File: config.mk
export PLATFORM = sky130hd
export DESIGN_NAME = rr_index_arbiter
export DESIGN_NICKNAME = d
export VERILOG_FILES = /design/src/rtl/arb_pkg.sv /design/src/rtl/rr_priority_pick.sv /design/src/rtl/rr_index_arbiter.sv
export SDC_FILE = /design/constraint.sdc
export NUM_CORES = 1
export LEC_CHECK = 0
export BUFFER_PORTS_ARGS = -buffer_cell sky130_fd_sc_hd__buf_2
export CAP_MARGIN = 10
export CELL_PAD_IN_SITES_DETAIL_PLACEMENT = 1
export CELL_PAD_IN_SITES_GLOBAL_PLACEMENT = 1
export CORE_MARGIN = 1.5
export CORE_UTILIZATION = 42
export DETAILED_ROUTE_END_ITERATION = 10
export PLACE_DENSITY_LB_ADDON = 0.08
export SLEW_MARGIN = 20
export SYNTH_ARGS = -nofsm -noshare
export SYNTH_HDL_FRONTEND = slang
export SYNTH_SLANG_ARGS = --single-unit
export TNS_END_PERCENT = 10
File: constraint.sdc
create_clock -name clk -period 3.8 [get_ports clk]
set_input_delay 0.38 -clock clk [delete_from_list [all_inputs] [get_ports clk]]
set_output_delay 0.38 -clock clk [all_outputs]
set_load 0.02 [all_outputs]
File: src/rtl/arb_pkg.sv
//============================================================================
// Module : arb_pkg
// Brief  : Shared sizes and FSM state type for the round-robin index arbiter.
// Rev    : 1.0 - initial release
//============================================================================
`default_nettype none

package arb_pkg;

    localparam int NUM_REQ = 16;
    localparam int IDX_W   = 4;

    typedef enum logic [0:0] {
        IDLE  = 1'b0,
        GRANT = 1'b1
    } arb_state_t;

endpackage : arb_pkg

`default_nettype wire

File: src/rtl/rr_priority_pick.sv
//============================================================================
// Module : rr_priority_pick
// Brief  : Rotating first-set-bit scan from ptr upward, optional index mask.
// Rev    : 1.0 - initial release
//============================================================================
`default_nettype none

module rr_priority_pick
    import arb_pkg::*;
(
    input  logic [NUM_REQ-1:0] req,
    input  logic [IDX_W-1:0]   ptr,
    input  logic [IDX_W-1:0]   mask_idx,
    input  logic               mask_en,
    output logic [IDX_W-1:0]   idx,
    output logic               found
);

    logic [NUM_REQ-1:0]   w_req_masked;
    logic [2*NUM_REQ-1:0] w_req_dbl;
    logic [NUM_REQ-1:0]   w_req_rot;
    logic [IDX_W-1:0]     w_offset;

    always_comb begin
        w_req_masked = req;
        if (mask_en) begin
            w_req_masked[mask_idx] = 1'b0;
        end
    end

    // Rotate so that bit 0 of w_req_rot is requester ptr; wrap comes for free.
    assign w_req_dbl = {w_req_masked, w_req_masked};
    assign w_req_rot = w_req_dbl[ptr +: NUM_REQ];

    always_comb begin
        w_offset = '0;
        found    = 1'b0;
        for (int k = NUM_REQ - 1; k >= 0; k--) begin
            if (w_req_rot[k]) begin
                w_offset = IDX_W'(k);
                found    = 1'b1;
            end
        end
    end

    assign idx = ptr + w_offset;

endmodule : rr_priority_pick

`default_nettype wire

File: src/rtl/rr_index_arbiter.sv
//============================================================================
// Module : rr_index_arbiter
// Brief  : 16-way round-robin arbiter with hold limit and binary grant index.
// Rev    : 1.0 - initial release
//============================================================================
`default_nettype none

module rr_index_arbiter
    import arb_pkg::*;
#(
    parameter int MAX_HOLD = 8
) (
    input  logic               clk,
    input  logic               reset,
    input  logic [NUM_REQ-1:0] req,
    output logic [IDX_W-1:0]   grant_index,
    output logic               grant_valid,
    output logic               grant_start
);

    localparam logic [7:0] c_hold_max = 8'(MAX_HOLD - 1);

    arb_state_t       r_state;
    arb_state_t       w_state_nxt;
    logic [IDX_W-1:0] r_ptr;
    logic [7:0]       r_hold_cnt;
    logic [7:0]       w_hold_nxt;
    logic [IDX_W-1:0] w_pick_idx;
    logic             w_pick_found;
    logic             w_take;

    // While granted, the owner is masked so w_pick_found means "someone else waits".
    rr_priority_pick u_pick (
        .req      (req),
        .ptr      (r_ptr),
        .mask_idx (grant_index),
        .mask_en  (r_state == GRANT),
        .idx      (w_pick_idx),
        .found    (w_pick_found)
    );

    always_comb begin
        w_state_nxt = r_state;
        w_hold_nxt  = r_hold_cnt;
        w_take      = 1'b0;
        case (r_state)
            IDLE: begin
                if (w_pick_found) begin
                    w_take      = 1'b1;
                    w_state_nxt = GRANT;
                end
            end
            GRANT: begin
                if (!req[grant_index]) begin
                    if (w_pick_found) begin
                        w_take = 1'b1;
                    end else begin
                        w_state_nxt = IDLE;
                    end
                end else if (r_hold_cnt == c_hold_max && w_pick_found) begin
                    w_take = 1'b1;
                end else if (r_hold_cnt != c_hold_max) begin
                    w_hold_nxt = r_hold_cnt + 8'd1;
                end
            end
            default: w_state_nxt = IDLE;
        endcase
        if (w_take) begin
            w_hold_nxt = '0;
        end
    end

    always_ff @(posedge clk) begin
        if (reset) begin
            r_state     <= IDLE;
            r_ptr       <= '0;
            r_hold_cnt  <= '0;
            grant_index <= '0;
            grant_valid <= 1'b0;
            grant_start <= 1'b0;
        end else begin
            r_state     <= w_state_nxt;
            r_hold_cnt  <= w_hold_nxt;
            grant_valid <= (w_state_nxt == GRANT);
            grant_start <= w_take;
            if (w_take) begin
                grant_index <= w_pick_idx;
                r_ptr       <= w_pick_idx + 4'd1;
            end
        end
    end

endmodule : rr_index_arbiter

`default_nettype wire

==> key figures, run 1 <==
Status
  – Status: finished, violations left
  – Violated checks: setup timing

Clock tree
  – Worst-Skew Late Latency: ~260 ps
  – CTS Buffer Depth: 2
  – Clock tree from TritonCTS: done
  – Number of H-tree levels: 1
  – CTS root buffer: clkbuf_8
  – TritonCTS buffer count: 3
  – Sink Count: 18
  – Clk pin slew, worst setup/hold paths: around 80 ps
  – Hold Buf Count CTS: 0

Global route
  – GRT overflow: 0
  – Number of global-route vias before repair: 2698
  – First-pass GRT wire length: 13.96 mm
  – Initial antenna violation count: 0
  – Gr usage total: 0.2806
  – Largest net degree at the start of global routing: 23

Die
  – Num ports: 24
  – Core area: 0.005851 sq mm
  – Die ar.: 0.006471 sq mm
  – Die height: 80.44 um
  – Die X-Extent: 80.44 um
  – Initial Utilization: 0.4305
  – Rows: 28

Synthesis
  – Mean post-synth cell area: 8.745 sq um
  – Post-synth top flop: dfxtp_1
  – Register bit total from synthesis: 18
  – Seq/Total Area, Yosys: 0.1431
  – Ys async rst share: 0
  – Synth Instances: 288
  – Library cells used by synthesis: 56
  – Post-synth EDFFs: 0
  – Synth warnings: 0
  – Synthesized cell area: ~0.0025 sq mm
  – Synth Net Count: 312

Power
  – Max IR drop VDD: 385.3 uV
  – Comb pwr share: 0.818
  – Cell internal pwr: 1.355 mW
  – Flop pwr share: 0.116
  – Clock power frac: 0.065
  – Switch share: 0.4616
  – Leakage: 1.338 nW
  – PwrDens: approximately 750 mW/mm^2
  – Psw: 1.162 mW

STA
  – Endpoints failing hold: 0
  – Fmax achieved: 240.6 MHz
  – Final Skew: 4.349 ps
  – Hold slack: just over 500 ps
  – Max-slew violation total from the final report: 0
  – RSZ-0062 raised after global routing: true
  – Slew Limit Headroom: 0.3597
  – Final setup fails: 3
  – Fin crit share: 1.094
  – Worst setup margin: -356.8 ps
  – Fin crit period: slightly above 4000 ps
  – Slew @ Worst Pin: 952.3 ps

Critical path
  – Critical path class: register to register
  – Worst Path Arrival: 4350 ps
  – CP max FO: 7
  – WP data required: 3990 ps
  – Worst-case reg-to-reg path depth: 18
  – Crit. End Element: register
  – Startpoint Class: register
  – Reg2reg end: r_ptr[3]
  – RR Startpoint: grant_index[0]
  – CP startpoint: grant_index[0]
  – Setup crit end: r_ptr[3]
  – R2R setup slack: -360 ps

Drt
  – Vias per cell: 5.986
  – Antenna Violating Nets Remaining: 0
  – Routed len/inst: between 15 and 20 um
  – Vias: 2646
  – # DRC: 0
  – Number of DRC markers in iteration 0: 136
  – TritonRoute pass-1 iters: 4
  – Post-Route WL: between 8 and 9 mm

Min path
  – Hold Crit Class: register to register

Layout
  – Fin nets: 392
  – # diodes: 0
  – Share of cells above drive strength 1: 0.4659
  – Non-Filler Instances: 442
  – Area grow syn2layout: 33.58%

Run
  – MaxCap Viol Count: 0

Placement
  – Buffers on Ports: 23
  – Cells after DPL: 433
  – Gp weighted congestion: 0.8960
  – Dpl hpwl: ~7.0 mm
[worst min-delay path by stage]
stage               cells past startpoint             to  slack (ps)           from
detailed placement                      2  r_hold_cnt[1]         500  r_hold_cnt[1]
global placement                        2  r_hold_cnt[1]         480  r_hold_cnt[1]
global route                            2    grant_start         540          reset
finish                                  2  r_hold_cnt[1]         510  r_hold_cnt[1]
CTS                                     2  r_hold_cnt[1]         510  r_hold_cnt[1]
floorplan                               2  r_hold_cnt[1]         470  r_hold_cnt[1]
[per-layer routing]
metal	vias to the layer above	global-route usage	wire length [um]
met3	8	0.02500	180
li1	1286	-	-
met1	1308	0.3839	4168
met4	0	0.04828	92
met5	-	0	0
met2	44	0.4840	4236
[registers in the layout (all words and copies together) (netlist names)]
signal and flops:
r_state 1, grant_index 4, grant_start 1, r_ptr 4
r_hold_cnt 8
[through the flow]
stage / worst slack (ps) / total power, mW / cell area [sq um] / setup TNS (ps) / utilization
final: -356.8 / 2.516 / 3364 / -732.8 / 0.5751
after global routing: -566.5 / 2.709 / 3364 / -1509 / 0.5751
after CTS: -403.2 / 2.422 / 3289 / -770.7 / 0.5622
after detailed placement: -467.4 / 2.217 / 3201 / -807.3 / 0.5470
after global placement: -333.5 / 2.173 / 3201 / -514.0 / 0.5470
after floorplan: -195.8 / 1.516 / 2599 / -195.8 / -
[timing repair]
item,in CTS,in global routing
pin swaps,6,2
setup buffers,2,3
endpoints found under the setup margin,3,5
gates resized for setup,8,11
[power groups by stage]
stage | sequential, mW | clock [mW] | combinational (mW)
after floorplan | 0.285 | 0 | 1.23
after detailed placement | 0.295 | 0 | 1.92
final | 0.292 | 0.165 | 2.06
after global routing | 0.299 | 0.174 | 2.24
after global placement | 0.289 | 0 | 1.88
after CTS | 0.291 | 0.167 | 1.96
[worst max-delay path, stage by stage (launching register included)]
cell and delay, ps:
dfxtp_2 350, nand3b_1 290, buf_4 200, o21a_1 170
mux4_2 490, a211oi_2 170, a31o_2 130, a211oi_1 70
o311ai_1 330, a21o_1 190, ha_1 230, a21o_1 170
a21oi_2 160, xnor2_2 160, xor2_2 190, nand2_1 70
or3_1 300, o221a_2 280, a31oi_1 130
[synth_stat cells, types with 2 or more instances]
cell type | n | area [sq um]
o21ai_0 | 28 | 140.1
mux2i_1 | 19 | 190.2
dfxtp_1 | 18 | 360.4
nand2_1 | 18 | 67.56
mux4_2 | 16 | 360.4
mux2_2 | 14 | 157.7
nand2b_1 | 12 | 75.07
a31oi_1 | 11 | 68.82
nor2_1 | 11 | 41.29
clkbuf_1 | 10 | 37.54
nand4_1 | 8 | 50.05
a21oi_1 | 7 | 35.03
o21a_1 | 7 | 52.55
a211oi_1 | 6 | 45.04
a311oi_1 | 6 | 52.55
buf_2 | 6 | 30.03
inv_1 | 6 | 22.52
nand3_1 | 6 | 30.03
xor2_1 | 6 | 52.55
ha_1 | 5 | 62.56
or3_1 | 5 | 31.28
nand3b_1 | 4 | 30.03
nor3_1 | 4 | 20.02
o211ai_1 | 4 | 30.03
o31ai_1 | 4 | 30.03
a21o_1 | 3 | 22.52
and2_1 | 3 | 18.77
buf_6 | 3 | 33.78
or2_2 | 3 | 18.77
and3_1 | 2 | 12.51
and3b_1 | 2 | 17.52
buf_1 | 2 | 7.510
nor3b_1 | 2 | 15.01
o22ai_1 | 2 | 12.51
o32a_1 | 2 | 20.02
or3b_1 | 2 | 17.52
xnor2_1 | 2 | 17.52
[kinds of logic (layout without fill, tap and decap cells)]
family          Yosys count  in the layout  share of synthesized area
fa+ha+maj                 6              6                    0.03279
compound gates           91             91                     0.2469
xor+xnor                  9              9                    0.03428
flops                    18             18                     0.1431
mux                      51             51                     0.2961
buf+inv                  28            107                    0.05514
simple gates             85             85                     0.1918
[cells in the final DEF (no fill, tap or decap), drive strengths merged, types with 5 or more instances in the layout]
| cell | synthesis | final |
|---|---|---|
| nor2 | 11 | 11 |
| a211oi | 7 | 7 |
| nand2b | 12 | 12 |
| buf | 12 | 97 |
| a311oi | 6 | 6 |
| nand2 | 18 | 18 |
| a21oi | 8 | 8 |
| o21ai | 28 | 28 |
| nand4 | 8 | 8 |
| inv | 6 | 6 |
| or3 | 5 | 5 |
| o31ai | 5 | 5 |
| mux4 | 17 | 17 |
| mux2i | 19 | 19 |
| mux2 | 15 | 15 |
| xor2 | 6 | 6 |
| a31oi | 11 | 11 |
| dfxtp | 18 | 18 |
| nand3 | 6 | 6 |
| ha | 5 | 5 |
| o21a | 7 | 7 |
[final cells by class]
| cell class | instances | area [sq um] |
|---|---|---|
| sequential | 18 | 375.4 |
| multi-input combinational | 242 | 2135 |
| fill | 700 | 2486 |
| clock buffer | 4 | 55.05 |
| inverter | 6 | 22.52 |
| timing repair buffer | 97 | 683.2 |
| tap | 75 | 93.84 |
Power figures use the tool's default switching activity.
==> run 2: changes to the inputs <==
--- a/config.mk
+++ b/config.mk
@@ -13,7 +13,8 @@
 export CORE_UTILIZATION = 42
 export DETAILED_ROUTE_END_ITERATION = 10
 export PLACE_DENSITY_LB_ADDON = 0.08
-export SLEW_MARGIN = 20
+export SKIP_LAST_GASP = 1
+export SLEW_MARGIN = 10
 export SYNTH_ARGS = -nofsm -noshare
 export SYNTH_HDL_FRONTEND = slang
 export SYNTH_SLANG_ARGS = --single-unit
==> run 2 against run 1 <==
Against the previous run: the run still ends with setup timing left; clock skew shrank 0.88 ps; worst setup slack is essentially flat; sequential share of layout area is essentially flat; clock power is essentially flat; first-iteration DRC count shrank 22%; core utilization grew 0.11 points; final area grew 0.19%; fmax is essentially flat; critical path depth shrank 1; non-clock buffer count shrank 2; largest cell class unchanged.
==> key figures, run 2 (synthesis results as in run 1) <==
Placement
  – Worst slack at placement: -467.4 ps (unchanged)
  – Cells after DPL: 433 (unchanged)
  – Buffers on Ports: 23 (unchanged)
  – Dpl hpwl: 7.018 mm (unchanged)
  – Gp weighted congestion: 0.8960 (unchanged)

Drt
  – Antenna Violating Nets Remaining: 0 (unchanged)
  – Post-Route WL: 8.726 mm (was 8.678 mm)
  – Vias per cell: 6.055 (was 5.986)
  – Vias: 2664 (was 2646)
  – # DRC: 0 (unchanged)
  – TritonRoute pass-1 iters: 4 (unchanged)
  – Routed len/inst: 19.83 um (was 19.63 um)
  – Number of DRC markers in iteration 0: 106 (was 136)

Die
  – Rows: 28 (unchanged)
  – Num ports: 24 (unchanged)
  – Die X-Extent: 80.44 um (unchanged)
  – Core area: 0.005851 sq mm (unchanged)
  – Initial Utilization: 0.4305 (unchanged)
  – Die height: 80.44 um (unchanged)
  – Die ar.: 0.006471 sq mm (unchanged)

STA
  – Fin crit share: 1.094 (about the same)
  – Setup_tns: -764.3 ps (was -732.8 ps)
  – Fin crit period: 4157 ps (about the same)
  – RSZ-0062 raised after global routing: true (unchanged)
  – Endpoints failing hold: 0 (unchanged)
  – Final setup fails: 4 (was 3)
  – Final Skew: 3.471 ps (was 4.349 ps)
  – Hold slack: 512.7 ps (was 513.8 ps)
  – Slew @ Worst Pin: 965.5 ps (was 952.3 ps)
  – Max-slew violation total from the final report: 0 (unchanged)
  – Fmax achieved: 240.6 MHz (about the same)
  – Worst setup margin: -357.0 ps (was -356.8 ps)
  – Slew Limit Headroom: 0.3508 (was 0.3597)

Global route
  – Initial antenna violation count: 0 (unchanged)
  – Largest net degree at the start of global routing: 23 (unchanged)
  – GRT overflow: 0 (unchanged)
  – First-pass GRT wire length: 13.97 mm (was 13.96 mm)
  – Number of global-route vias before repair: 2695 (was 2698)
  – Gr usage total: 0.2808 (was 0.2806)

Layout
  – Share of cells above drive strength 1: 0.4658 (was 0.4659)
  – Most frequent cells in the layout: buf_4 (71), buf_2 (23), nand2_1 (18) (was buf_4 (73), buf_2 (23), o21ai_0 (22), nand2_1 (18))
  – End-of-flow core utilization: 0.5761 (was 0.5751)
  – Biggest register: r_hold_cnt (unchanged)
  – Fin nets: 390 (was 392)
  – Non-Filler Instances: 440 (was 442)
  – Max reg flops: 8 (unchanged)
  – Area grow syn2layout: 33.83% (was 33.58%)
  – Commonest non-fill, non-tap cell in the layout: buf_4 (unchanged)
  – Largest regs: r_hold_cnt (8), grant_index (4), r_ptr (4) (unchanged)
  – # diodes: 0 (unchanged)

Clock tree
  – Hold Buf Count CTS: 0 (unchanged)
  – CTS root buffer: clkbuf_8 (unchanged)
  – CTS Buffer Depth: 2 (unchanged)
  – Sink Count: 18 (unchanged)
  – Clock tree from TritonCTS: done (unchanged)
  – TritonCTS buffer count: 3 (unchanged)
  – Clk pin slew, worst setup/hold paths: 80 ps (about the same)
  – Worst-Skew Late Latency: 260 ps (about the same)
  – Number of H-tree levels: 1 (unchanged)

Power
  – Leakage: 1.333 nW (was 1.338 nW)
  – Max IR drop VDD: 352.4 uV (was 385.3 uV)
  – PwrDens: 752.0 mW/mm^2 (was 747.9 mW/mm^2)

Critical path
  – Critical path class: register to register (unchanged)
  – CP max FO: 7 (unchanged)
  – Worst Path Arrival: 4350 ps (about the same)
  – Crit. End Element: register (unchanged)
  – Startpoint Class: register (unchanged)
  – WP data required: 3990 ps (about the same)
  – R2R setup slack: -360 ps (about the same)

Run
  – MaxCap Viol Count: 0 (unchanged)

Status
  – Status: finished, violations left (unchanged)
  – Violated checks: setup timing (unchanged)

Min path
  – Hold Crit Class: primary input to register (was register to register)
-- run 2: power by group --
| part | leakage (nW) | switching, mW | internal, mW |
|---|---|---|---|
| clock | 0.0288 | 0.0730 | 0.0924 |
| combinational | 1.15 | 1.04 | 1.03 |
| sequential | 0.150 | 0.0600 | 0.233 |
| total | 1.33 | 1.18 | 1.36 |
-- run 2: what timing repair did --
| action | 4_1_cts | 5_1_grt |
|---|---|---|
| buffers inserted | 2 | 1 |
| resized for setup | 6 | 21 |
| setup endpoints to repair | 3 | 5 |
| pin swaps | 6 | 4 |
| gates cloned | 0 | 0 |
-- run 2: layer usage --
| layer | GRT usage | wire length, um | up-vias |
|---|---|---|---|
| li1 | - | - | 1286 |
| met2 | 0.4824 | 4328 | 48 |
| met1 | 0.3857 | 4085 | 1320 |
| met3 | 0.02500 | 211 | 10 |
| met4 | 0.04828 | 100 | 0 |
| met5 | 0 | 0 | - |
-- run 2: cell type report --
class,count,area (sq um)
fill,690,2480
multi-input combinational,242,2156
timing repair buffer,95,668.1
sequential,18,375.4
tap,75,93.84
clock buffer,4,55.05
inverter,6,22.52
-- run 2: path summary, 6_finish.rpt --
check	start	cells past startpoint	to
worst max-delay path	grant_index[3]	17	r_ptr[3]
worst min-delay path	reset	2	grant_start
worst max register to register	grant_index[3]	17	r_ptr[3]
worst min register to register	r_hold_cnt[1]	2	r_hold_cnt[1]
-- run 2: worst max-delay path, cell delays in order, from the launching register on --
cell	delay (ps)
dfxtp_2	350
or3b_4	440
o21a_1	190
mux4_2	510
a211oi_2	170
a31o_2	130
a211oi_1	70
o311ai_1	350
a21o_1	190
ha_1	230
a21o_1	170
a21oi_2	160
xnor2_2	160
xor2_2	190
nand2_1	70
or3_1	300
o221a_2	280
a31oi_1	130
-- run 2: metrics by stage --
step                      instance area (sq um)  power (mW)
after floorplan                            2599       1.516
after global placement                     3201       2.173
after detailed placement                   3201       2.217
after CTS                                  3281       2.415
after global routing                       3371       2.725
final                                      3371       2.535
